--- config.mk ---
export PLATFORM = sky130hd
export DESIGN_NAME = lm75_temp_poller_flat
export DESIGN_NICKNAME = d
export VERILOG_FILES = /design/src/rtl/lm75_temp_poller_if.sv /design/src/rtl/lm75_temp_poller.sv /design/src/flat_wrapper.sv
export SDC_FILE = /design/constraint.sdc
export NUM_CORES = 1
export LEC_CHECK = 0
export ABC_AREA = 1
export CAP_MARGIN = 10
export CORE_MARGIN = 2
export CORE_UTILIZATION = 32
export CTS_CLUSTER_SIZE = 14
export DETAILED_ROUTE_END_ITERATION = 8
export PLACE_DENSITY = 0.5
export SKIP_CTS_REPAIR_TIMING = 1
export SYNTH_ARGS = -nofsm -noshare
export SYNTH_HDL_FRONTEND = slang
export SYNTH_SLANG_ARGS = --single-unit
--- constraint.sdc ---
create_clock -name clk -period 4.5 [get_ports clk]
set_clock_uncertainty 0.15 [all_clocks]
set_input_delay 0.675 -clock clk [delete_from_list [all_inputs] [get_ports clk]]
set_output_delay 0.675 -clock clk [all_outputs]
set_load 0.1 [all_outputs]
--- src/rtl/lm75_temp_poller_if.sv ---
// Request/result bundle between the LM75 poller and the I2C master it drives.
// The poller uses the master modport; the I2C master side uses the slave modport.
interface lm75_temp_poller_if;
    logic        mst_ready;
    logic        mst_start;
    logic        mst_rw;
    logic [6:0]  mst_slv_addr;
    logic [7:0]  mst_reg_addr;
    logic        mst_rd_valid;
    logic [15:0] mst_rd_data;
    logic        mst_nack;

    modport master (
        input  mst_ready, mst_rd_valid, mst_rd_data, mst_nack,
        output mst_start, mst_rw, mst_slv_addr, mst_reg_addr
    );

    modport slave (
        output mst_ready, mst_rd_valid, mst_rd_data, mst_nack,
        input  mst_start, mst_rw, mst_slv_addr, mst_reg_addr
    );
endinterface

--- src/rtl/lm75_temp_poller.sv ---
// Periodic LM75 temperature reader: one 2-byte read of register 0x00 per poll
// interval, with min/max tracking, hysteretic over-temperature alarm and error count.
module lm75_temp_poller #(
    parameter int                POLL_CYCLES    = 1000000,
    parameter int                TIMEOUT_CYCLES = 200000,
    parameter logic [6:0]        SLV_ADDR       = 7'h48,
    parameter logic signed [8:0] T_OS           = 9'sd160,
    parameter logic signed [8:0] T_HYST         = 9'sd150
) (
    input  logic                clk,
    input  logic                rst,
    input  logic                enable,
    lm75_temp_poller_if.master  bus,
    output logic                busy,
    output logic [8:0]          temp_half,
    output logic                temp_valid,
    output logic [8:0]          temp_min,
    output logic [8:0]          temp_max,
    output logic                alarm,
    output logic [7:0]          err_count
);

    localparam int PW = $clog2(POLL_CYCLES);
    localparam int TW = $clog2(TIMEOUT_CYCLES + 1);
    // Loaded on the start cycle so that the next start lands exactly POLL_CYCLES later.
    localparam logic [PW-1:0] POLL_LOAD = PW'(POLL_CYCLES - 2);
    localparam logic [TW-1:0] TMO_LOAD  = TW'(TIMEOUT_CYCLES - 1);

    typedef enum logic [2:0] {
        IDLE      = 3'd0,
        ISSUE     = 3'd1,
        WAIT_DONE = 3'd2,
        UPDATE    = 3'd3,
        WAIT_POLL = 3'd4
    } state_t;

    state_t             state_q, state_d;
    logic [PW-1:0]      poll_q, poll_d;
    logic [TW-1:0]      tmo_q, tmo_d;
    logic               start_q, start_d;
    logic               busy_q, busy_d;
    logic signed [8:0]  sample_q, sample_d;
    logic signed [8:0]  temp_q, temp_d;
    logic               valid_q, valid_d;
    logic signed [8:0]  min_q, min_d;
    logic signed [8:0]  max_q, max_d;
    logic               alarm_q, alarm_d;
    logic               have_q, have_d;
    logic [7:0]         err_q, err_d;
    logic               unused_rd_lsbs;

    function automatic logic [7:0] sat_inc(input logic [7:0] v);
        return (v != 8'hFF) ? (v + 8'd1) : v;
    endfunction

    assign unused_rd_lsbs   = ^bus.mst_rd_data[6:0];
    assign bus.mst_start    = start_q;
    assign bus.mst_rw       = 1'b1;
    assign bus.mst_slv_addr = SLV_ADDR;
    assign bus.mst_reg_addr = 8'h00;
    assign busy             = busy_q;
    assign temp_half        = temp_q;
    assign temp_valid       = valid_q;
    assign temp_min         = min_q;
    assign temp_max         = max_q;
    assign alarm            = alarm_q;
    assign err_count        = err_q;

    // Next-state and datapath decode for the poll sequencer.
    always_comb begin
        state_d  = state_q;
        poll_d   = (poll_q != '0) ? (poll_q - PW'(1)) : poll_q;
        tmo_d    = (tmo_q != '0) ? (tmo_q - TW'(1)) : tmo_q;
        start_d  = 1'b0;
        busy_d   = busy_q;
        sample_d = sample_q;
        temp_d   = temp_q;
        valid_d  = 1'b0;
        min_d    = min_q;
        max_d    = max_q;
        alarm_d  = alarm_q;
        have_d   = have_q;
        err_d    = err_q;
        case (state_q)
            IDLE: begin
                if (enable) begin
                    state_d = ISSUE;
                end else begin
                    state_d = IDLE;
                end
            end
            ISSUE: begin
                if (!enable) begin
                    state_d = IDLE;
                end else if (bus.mst_ready) begin
                    start_d = 1'b1;
                    busy_d  = 1'b1;
                    poll_d  = POLL_LOAD;
                    tmo_d   = TMO_LOAD;
                    state_d = WAIT_DONE;
                end else begin
                    state_d = ISSUE;
                end
            end
            WAIT_DONE: begin
                // NACK outranks a same-cycle read result.
                if (bus.mst_nack) begin
                    err_d   = sat_inc(err_q);
                    busy_d  = 1'b0;
                    state_d = WAIT_POLL;
                end else if (bus.mst_rd_valid) begin
                    sample_d = bus.mst_rd_data[15:7];
                    busy_d   = 1'b0;
                    state_d  = UPDATE;
                end else if (tmo_q == '0) begin
                    err_d   = sat_inc(err_q);
                    busy_d  = 1'b0;
                    state_d = WAIT_POLL;
                end else begin
                    state_d = WAIT_DONE;
                end
            end
            UPDATE: begin
                temp_d  = sample_q;
                valid_d = 1'b1;
                if (!have_q) begin
                    min_d  = sample_q;
                    max_d  = sample_q;
                    have_d = 1'b1;
                end else begin
                    min_d = (sample_q < min_q) ? sample_q : min_q;
                    max_d = (sample_q > max_q) ? sample_q : max_q;
                end
                if (sample_q >= T_OS) begin
                    alarm_d = 1'b1;
                end else if (sample_q < T_HYST) begin
                    alarm_d = 1'b0;
                end else begin
                    alarm_d = alarm_q;
                end
                state_d = WAIT_POLL;
            end
            WAIT_POLL: begin
                if (poll_q == '0) begin
                    state_d = enable ? ISSUE : IDLE;
                end else begin
                    state_d = WAIT_POLL;
                end
            end
            default: begin
                state_d = IDLE;
            end
        endcase
    end

    // State and output registers.
    always_ff @(posedge clk or posedge rst) begin
        if (rst) begin
            state_q  <= IDLE;
            poll_q   <= '0;
            tmo_q    <= '0;
            start_q  <= 1'b0;
            busy_q   <= 1'b0;
            sample_q <= 9'sd0;
            temp_q   <= 9'sd0;
            valid_q  <= 1'b0;
            min_q    <= 9'sd0;
            max_q    <= 9'sd0;
            alarm_q  <= 1'b0;
            have_q   <= 1'b0;
            err_q    <= 8'd0;
        end else begin
            state_q  <= state_d;
            poll_q   <= poll_d;
            tmo_q    <= tmo_d;
            start_q  <= start_d;
            busy_q   <= busy_d;
            sample_q <= sample_d;
            temp_q   <= temp_d;
            valid_q  <= valid_d;
            min_q    <= min_d;
            max_q    <= max_d;
            alarm_q  <= alarm_d;
            have_q   <= have_d;
            err_q    <= err_d;
        end
    end

endmodule

--- src/flat_wrapper.sv ---
// flat-port wrapper written by rule: the top's interface ports become plain ports
module lm75_temp_poller_flat 
#(
    parameter int                POLL_CYCLES    = 1000000,
    parameter int                TIMEOUT_CYCLES = 200000,
    parameter logic [6:0]        SLV_ADDR       = 7'h48,
    parameter logic signed [8:0] T_OS           = 9'sd160,
    parameter logic signed [8:0] T_HYST         = 9'sd150
)
  (clk, rst, enable, busy, temp_half, temp_valid, temp_min, temp_max, alarm, err_count, bus_mst_ready, bus_mst_rd_valid, bus_mst_rd_data, bus_mst_nack, bus_mst_start, bus_mst_rw, bus_mst_slv_addr, bus_mst_reg_addr);
  lm75_temp_poller_if bus_i ();
  input  logic clk;
  input  logic rst;
  input  logic enable;
  output logic busy;
  output logic [8:0] temp_half;
  output logic temp_valid;
  output logic [8:0] temp_min;
  output logic [8:0] temp_max;
  output logic alarm;
  output logic [7:0] err_count;
  input wire logic [$bits(bus_i.mst_ready)-1:0] bus_mst_ready;
  input wire logic [$bits(bus_i.mst_rd_valid)-1:0] bus_mst_rd_valid;
  input wire logic [$bits(bus_i.mst_rd_data)-1:0] bus_mst_rd_data;
  input wire logic [$bits(bus_i.mst_nack)-1:0] bus_mst_nack;
  output wire logic [$bits(bus_i.mst_start)-1:0] bus_mst_start;
  output wire logic [$bits(bus_i.mst_rw)-1:0] bus_mst_rw;
  output wire logic [$bits(bus_i.mst_slv_addr)-1:0] bus_mst_slv_addr;
  output wire logic [$bits(bus_i.mst_reg_addr)-1:0] bus_mst_reg_addr;
  assign bus_i.mst_ready = bus_mst_ready;
  assign bus_i.mst_rd_valid = bus_mst_rd_valid;
  assign bus_i.mst_rd_data = bus_mst_rd_data;
  assign bus_i.mst_nack = bus_mst_nack;
  assign bus_mst_start = bus_i.mst_start;
  assign bus_mst_rw = bus_i.mst_rw;
  assign bus_mst_slv_addr = bus_i.mst_slv_addr;
  assign bus_mst_reg_addr = bus_i.mst_reg_addr;
  lm75_temp_poller #(.POLL_CYCLES(POLL_CYCLES), .TIMEOUT_CYCLES(TIMEOUT_CYCLES), .SLV_ADDR(SLV_ADDR), .T_OS(T_OS), .T_HYST(T_HYST)) u_core (.clk(clk), .rst(rst), .enable(enable), .bus(bus_i), .busy(busy), .temp_half(temp_half), .temp_valid(temp_valid), .temp_min(temp_min), .temp_max(temp_max), .alarm(alarm), .err_count(err_count));
endmodule
### After elaboration in Yosys (flattened, before gate mapping)

Cells that the tools add are included.

| cells by class | value |
|---|---|
| bitwise gates (word level) | 1 |
| mux-type cells | 36 |
| equality and inequality tests | 11 |
| $lt $le $gt $ge | 4 |
| add/sub/neg operators | 3 |
| reductions and logical operators | 14 |

Operator list:

| operator | count |
|---|---|
| $mux W20 | 4 |
| $mux W18 | 4 |
| $mux W9 | 4 |
| $mux W8 | 4 |
| $logic_not A20 Y1 | 1 |
| $reduce_bool A20 Y1 | 1 |
| $sub A20 B1 Y20 const B | 1 |
| $logic_not A18 Y1 | 1 |
| $reduce_bool A18 Y1 | 1 |
| $sub A18 B1 Y18 const B | 1 |
| $mux W3 | 5 |
| $pmux W3 S5 | 1 |
| $mux W1 | 12 |
| $ge A9 B9 Y1 const B | 1 |
| $gt A9 B9 Y1 | 1 |
| $lt A9 B9 Y1 | 1 |
| $lt A9 B9 Y1 const B | 1 |
| $add A8 B1 Y8 const B | 1 |
| $ne A2 B2 Y1 const B | 4 |
| $ne A8 B8 Y1 const B | 1 |
| $eq A3 B2 Y1 const B | 2 |
| $reduce_and A2 Y1 | 3 |
| $reduce_and A3 Y1 | 2 |
| $reduce_bool A2 Y1 | 3 |
| 9 further kinds | 9 |

| storage, ports and cells | value |
|---|---|
| bits in registers | 90 |
| input bits | 22 |
| output and inout port bits | 55 |

### Logic depth before layout (Yosys ltp)

| logic depth | value |
|---|---|
| word-level depth | 5 |
| gate-level depth with buffers | 13 |

### Least setup slack after synthesis

No wires, ideal clock.

| timing path | value |
|---|---|
| path type | register to register |
| from | register u_core.min_q[8], in the netlist u_core.temp_min[8] |
| to | register u_core.min_q[0], in the netlist u_core.temp_min[0] |
| path slack | 2.045 ns |
| data arrival time | 2.238 ns |
| buffers on the path | 0 |
| setup time | 0.067 ns |
| required time | 4.283 ns |
| stages on the path, launching flop included | 12 |
| path through | dfrtp_1 -> inv_1 -> ha_1 -> nand2_1 -> inv_1 -> a21oi_1 -> nand3_1 -> nand2_1 -> nand3_2 -> nand2_2 -> nand2_1 -> nand2_1 |

| between the ends | value |
|---|---|
| cells in the longest elaborated chain, start to end | 3 |

RTL lines:

| element | line | source |
|---|---|---|
| start: declaration | lm75_temp_poller.sv:45 | `logic signed [8:0] min_q, min_d;` |
| start signal: assignment | lm75_temp_poller.sv:181 | `min_q <= min_d;` |
| $lt A9 B9 Y1 | lm75_temp_poller.sv:131 | `min_d = (sample_q < min_q) ? sample_q : min_q;` |
| $ne A2 B2 Y1 (no line) | -- |  |
| $reduce_and A2 Y1 (no line) | -- |  |

Every way passes these cells.
A chain may end at the register's enable or synchronous reset.

### Worst setup path after layout

| timing path | value |
|---|---|
| from | register u_core.err_q[4], in the netlist u_core.err_count[4] |
| to | output err_count[4] |

RTL lines:

| element | line | source |
|---|---|---|
| start: declaration | lm75_temp_poller.sv:49 | `logic [7:0] err_q, err_d;` |
| start signal: assignment | lm75_temp_poller.sv:185 | `err_q <= err_d;` |
| end: declaration | flat_wrapper.sv:21 | `output logic [7:0] err_count;` |

No word-level cell between the ends.

==> key figures <==
Status
  – Run status: finished, final reports clean

Min path
  – Min-delay src: u_core.temp_half[6]
  – Hold Path Cell Cnt: 2
  – HP Class: flop to flop
  – Hold EP: u_core.temp_half[6]

Place
  – GP Congestion: 0.875
  – IO buf count: 53
  – HPWL Detailed: 8660 um

Clocking
  – Reg clk slew, reported paths: 0.06 ns
  – Depth of the CTS H-tree: 3
  – Clk_lat worst skew: 0.34 ns
  – Root buf cell: clkbuf_16
  – Clock Tree Buf Depth: 2
  – CTS buffer count: 9
  – Clock Sinks: 90
  – CTS tree: built

Critical path
  – R2R depth: 10
  – Largest fanout on the critical path: 5
  – Startpoint types: flop
  – Req. time, crit path: 3.67 ns
  – Worst reg-to-reg setup slack: 2.36 ns
  – Crit-path slowest cell: clkdlybuf4s50_1
  – WP buf/inv: 1
  – CP max stage delay: 1.17 ns
  – WS Path Type: flop to output port
  – Reg-to-Reg End: u_core.temp_max[1]
  – Setup crit end kind: output port
  – Arr. time, crit path: 1.94 ns
  – Critical R2R Launch: u_core.sample_q[7]
  – Critical path's top delay family: buffers and inverters
  – Crit path cell chain: clkdlybuf4s50_1

Floorplan
  – Die height: 130 um
  – Die footprint: 16800 um2
  – Site Rows: 45
  – Initial core utilization: 33.0%
  – Placeable Area: 15300 um2
  – Top Ports: 77
  – Die width: 130 um

Synthesis
  – Most common cell in the synthesized netlist: nand2_1
  – Number of synthesized flops with an enable pin: 0
  – Post-synth top area share: 44.5%
  – Commonest cells in the netlist: 173 x nand2_1, 90 x dfrtp_1, 72 x inv_1, 65 x nor2_1, 52 x nand3_1
  – Synthesized cell area: 5060 um2
  – Main synth FF type: dfrtp_1
  – Async SR Flop Fraction: 100%
  – Syn Inst Count: 635
  – Mean post-synth cell area: 7.97 um2
  – Synth unique cells: 36
  – Seq cells post-synth: 90
  – Yosys top cell by area: dfrtp_1
  – Ys Warns: 0
  – Top post-synthesis cells by area: dfrtp_1 45%, nand2_1 13%, ha_1 5.4%
  – Sequential share of the synthesized area: 44.5%

GRT
  – Vias in the first global route: 4065
  – Initial antenna violation count: 0
  – First-pass GRT wire length: 19700 um
  – Global route total overflow: 0
  – Largest net degree at the start of global routing: 61
  – Tot GR Track Use: 14.9%

STA
  – Minimum clock period: 2.76 ns
  – Final period utilization: 61.4%
  – # setup viols final: 0
  – Max-slew violations: 0
  – Final Hold Viols: 0
  – Setup_tns: 0 ns
  – Worst-Margin Slew: 0.979 ns
  – Slew HR: 34.5%
  – RSZ-0062 raised after global routing: no
  – Fmax: 362 MHz

Detailed routing
  – Detailed router's first-iteration violation count: 216
  – Drt wl/cell: 13.0 um
  – Via density: 4.57
  – Vias after detailed routing: 4137
  – Routed wire length: 11800 um
  – Drt drc: 0
  – Detailed Routing Iterations Pass 1: 6
  – DRT antenna net count: 0

Final layout
  – Multi-input gate area in the final layout: 2410 um2
  – Number of fill cells in the layout: 1602
  – Fraction of layout cells with a size suffix above 1: 7.20%
  – Diodes inserted: 0
  – Register area: 2250 um2
  – Final nets: 736
  – Area added between synthesis and finish: 19.3%

Power and ir drop
  – Lkg Pwr: 2.91 nW
  – Cell Pwr Density: 734 nW/um2
  – Pwr Total: 4.43 mW
  – Peak supply drop: 0.000363 V

Flow run
  – Max cap viols: 0
-- metrics by stage --
stage | instance area, um2 | util, % | setup WS [ns] | std cells | hold slack, ns
finish | 6040 | 39.4 | 1.74 | 905 | 0.326
floorplan | 5110 | - | 1.34 | 649 | 0.317
detailed placement | 5770 | 37.7 | 1.81 | 891 | 0.312
global route | 6040 | 39.4 | 1.67 | 905 | 0.368
global placement | 5770 | 37.7 | 1.85 | 891 | 0.315
CTS | 6010 | 39.2 | 1.71 | 904 | 0.328
-- state kept, by name (all words and copies together), names as in the netlist --
register,cells
u_core.temp_half,9
u_core.have_q,1
u_core.err_count,8
u_core.sample_q,9
u_core.busy,1
u_core.state_q,3
u_core.poll_q,20
u_core.bus.mst_start,1
u_core.temp_min,9
u_core.tmo_q,18
u_core.temp_max,9
u_core.temp_valid,1
u_core.alarm,1
-- cells in the final DEF, fill, tap and decap left out, types with 11 or more instances in the layout --
master / count
nand2_1: 173
dfrtp_1: 90
inv_1: 71
nor2_1: 65
clkdlybuf4s50_1: 53
nand3_1: 52
o21ai_0: 24
ha_1: 22
conb_1: 16
xor2_1: 14
a21oi_1: 12
nor3_1: 11
-- where the power goes --
group / switching, mW / internal, mW
logic: 1.75 / 0.640
registers: 0.297 / 1.09
clock network: 0.291 / 0.365
-- cells by family (layout without fill, tap and decap cells) --
family / Yosys count / in the layout / synth area share, %
buffers and inverters: 100 / 145 / 8.93
adders and majority gates: 22 / 22 / 5.44
xor gates and xnor gates: 22 / 22 / 3.81
DFF: 90 / 90 / 44.5
and+or+nand+nor: 338 / 338 / 30.2
other: 2 / 16 / 0.148
AOI/OAI and AO/OA: 61 / 61 / 6.93
-- cell type report --
cell class / count / share of cell area, %
Clock inverter: 1 / 0.0829
Clock buffer: 12 / 3.92
Sequential cell: 90 / 37.3
Timing Repair Buffer: 58 / 9.74
Inverter: 74 / 4.70
Multi-Input combinational cell: 459 / 39.9
Tap cell: 211 / 4.37
-- routing by layer --
metal	up-vias	global-route usage [%]	part of all wire (%)
li1	2101	-	-
met1	1968	19.7	47
met2	60	25.0	48
met3	8	3.61	3.7
met4	0	3.29	0.54
met5	-	0	0
-- worst register-to-register path, stage by stage (launching register included) --
cell and delay [ns]:
dfrtp_1 0.48, ha_1 0.33, nand2_1 0.09, inv_1 0.04
a21oi_1 0.19, nand3_1 0.11, nand2_1 0.08, nand3_2 0.21
nand2_2 0.26, nand2_1 0.08, nand2_1 0.07
-- worst max path at each step --
| stage | slack, ns | endpoint | cells after the start | startpoint |
|---|---|---|---|---|
| floorplan | 1.34 | u_core.alarm | 1 | rst |
| global placement | 1.85 | u_core.poll_q[15] | 7 | enable |
| detailed placement | 1.81 | u_core.poll_q[15] | 7 | enable |
| CTS | 1.71 | err_count[2] | 1 | u_core.err_count[2] |
| global route | 1.67 | err_count[5] | 1 | u_core.err_count[5] |
| finish | 1.74 | err_count[4] | 1 | u_core.err_count[4] |
No activity file was read; power rests on OpenSTA's default activity.
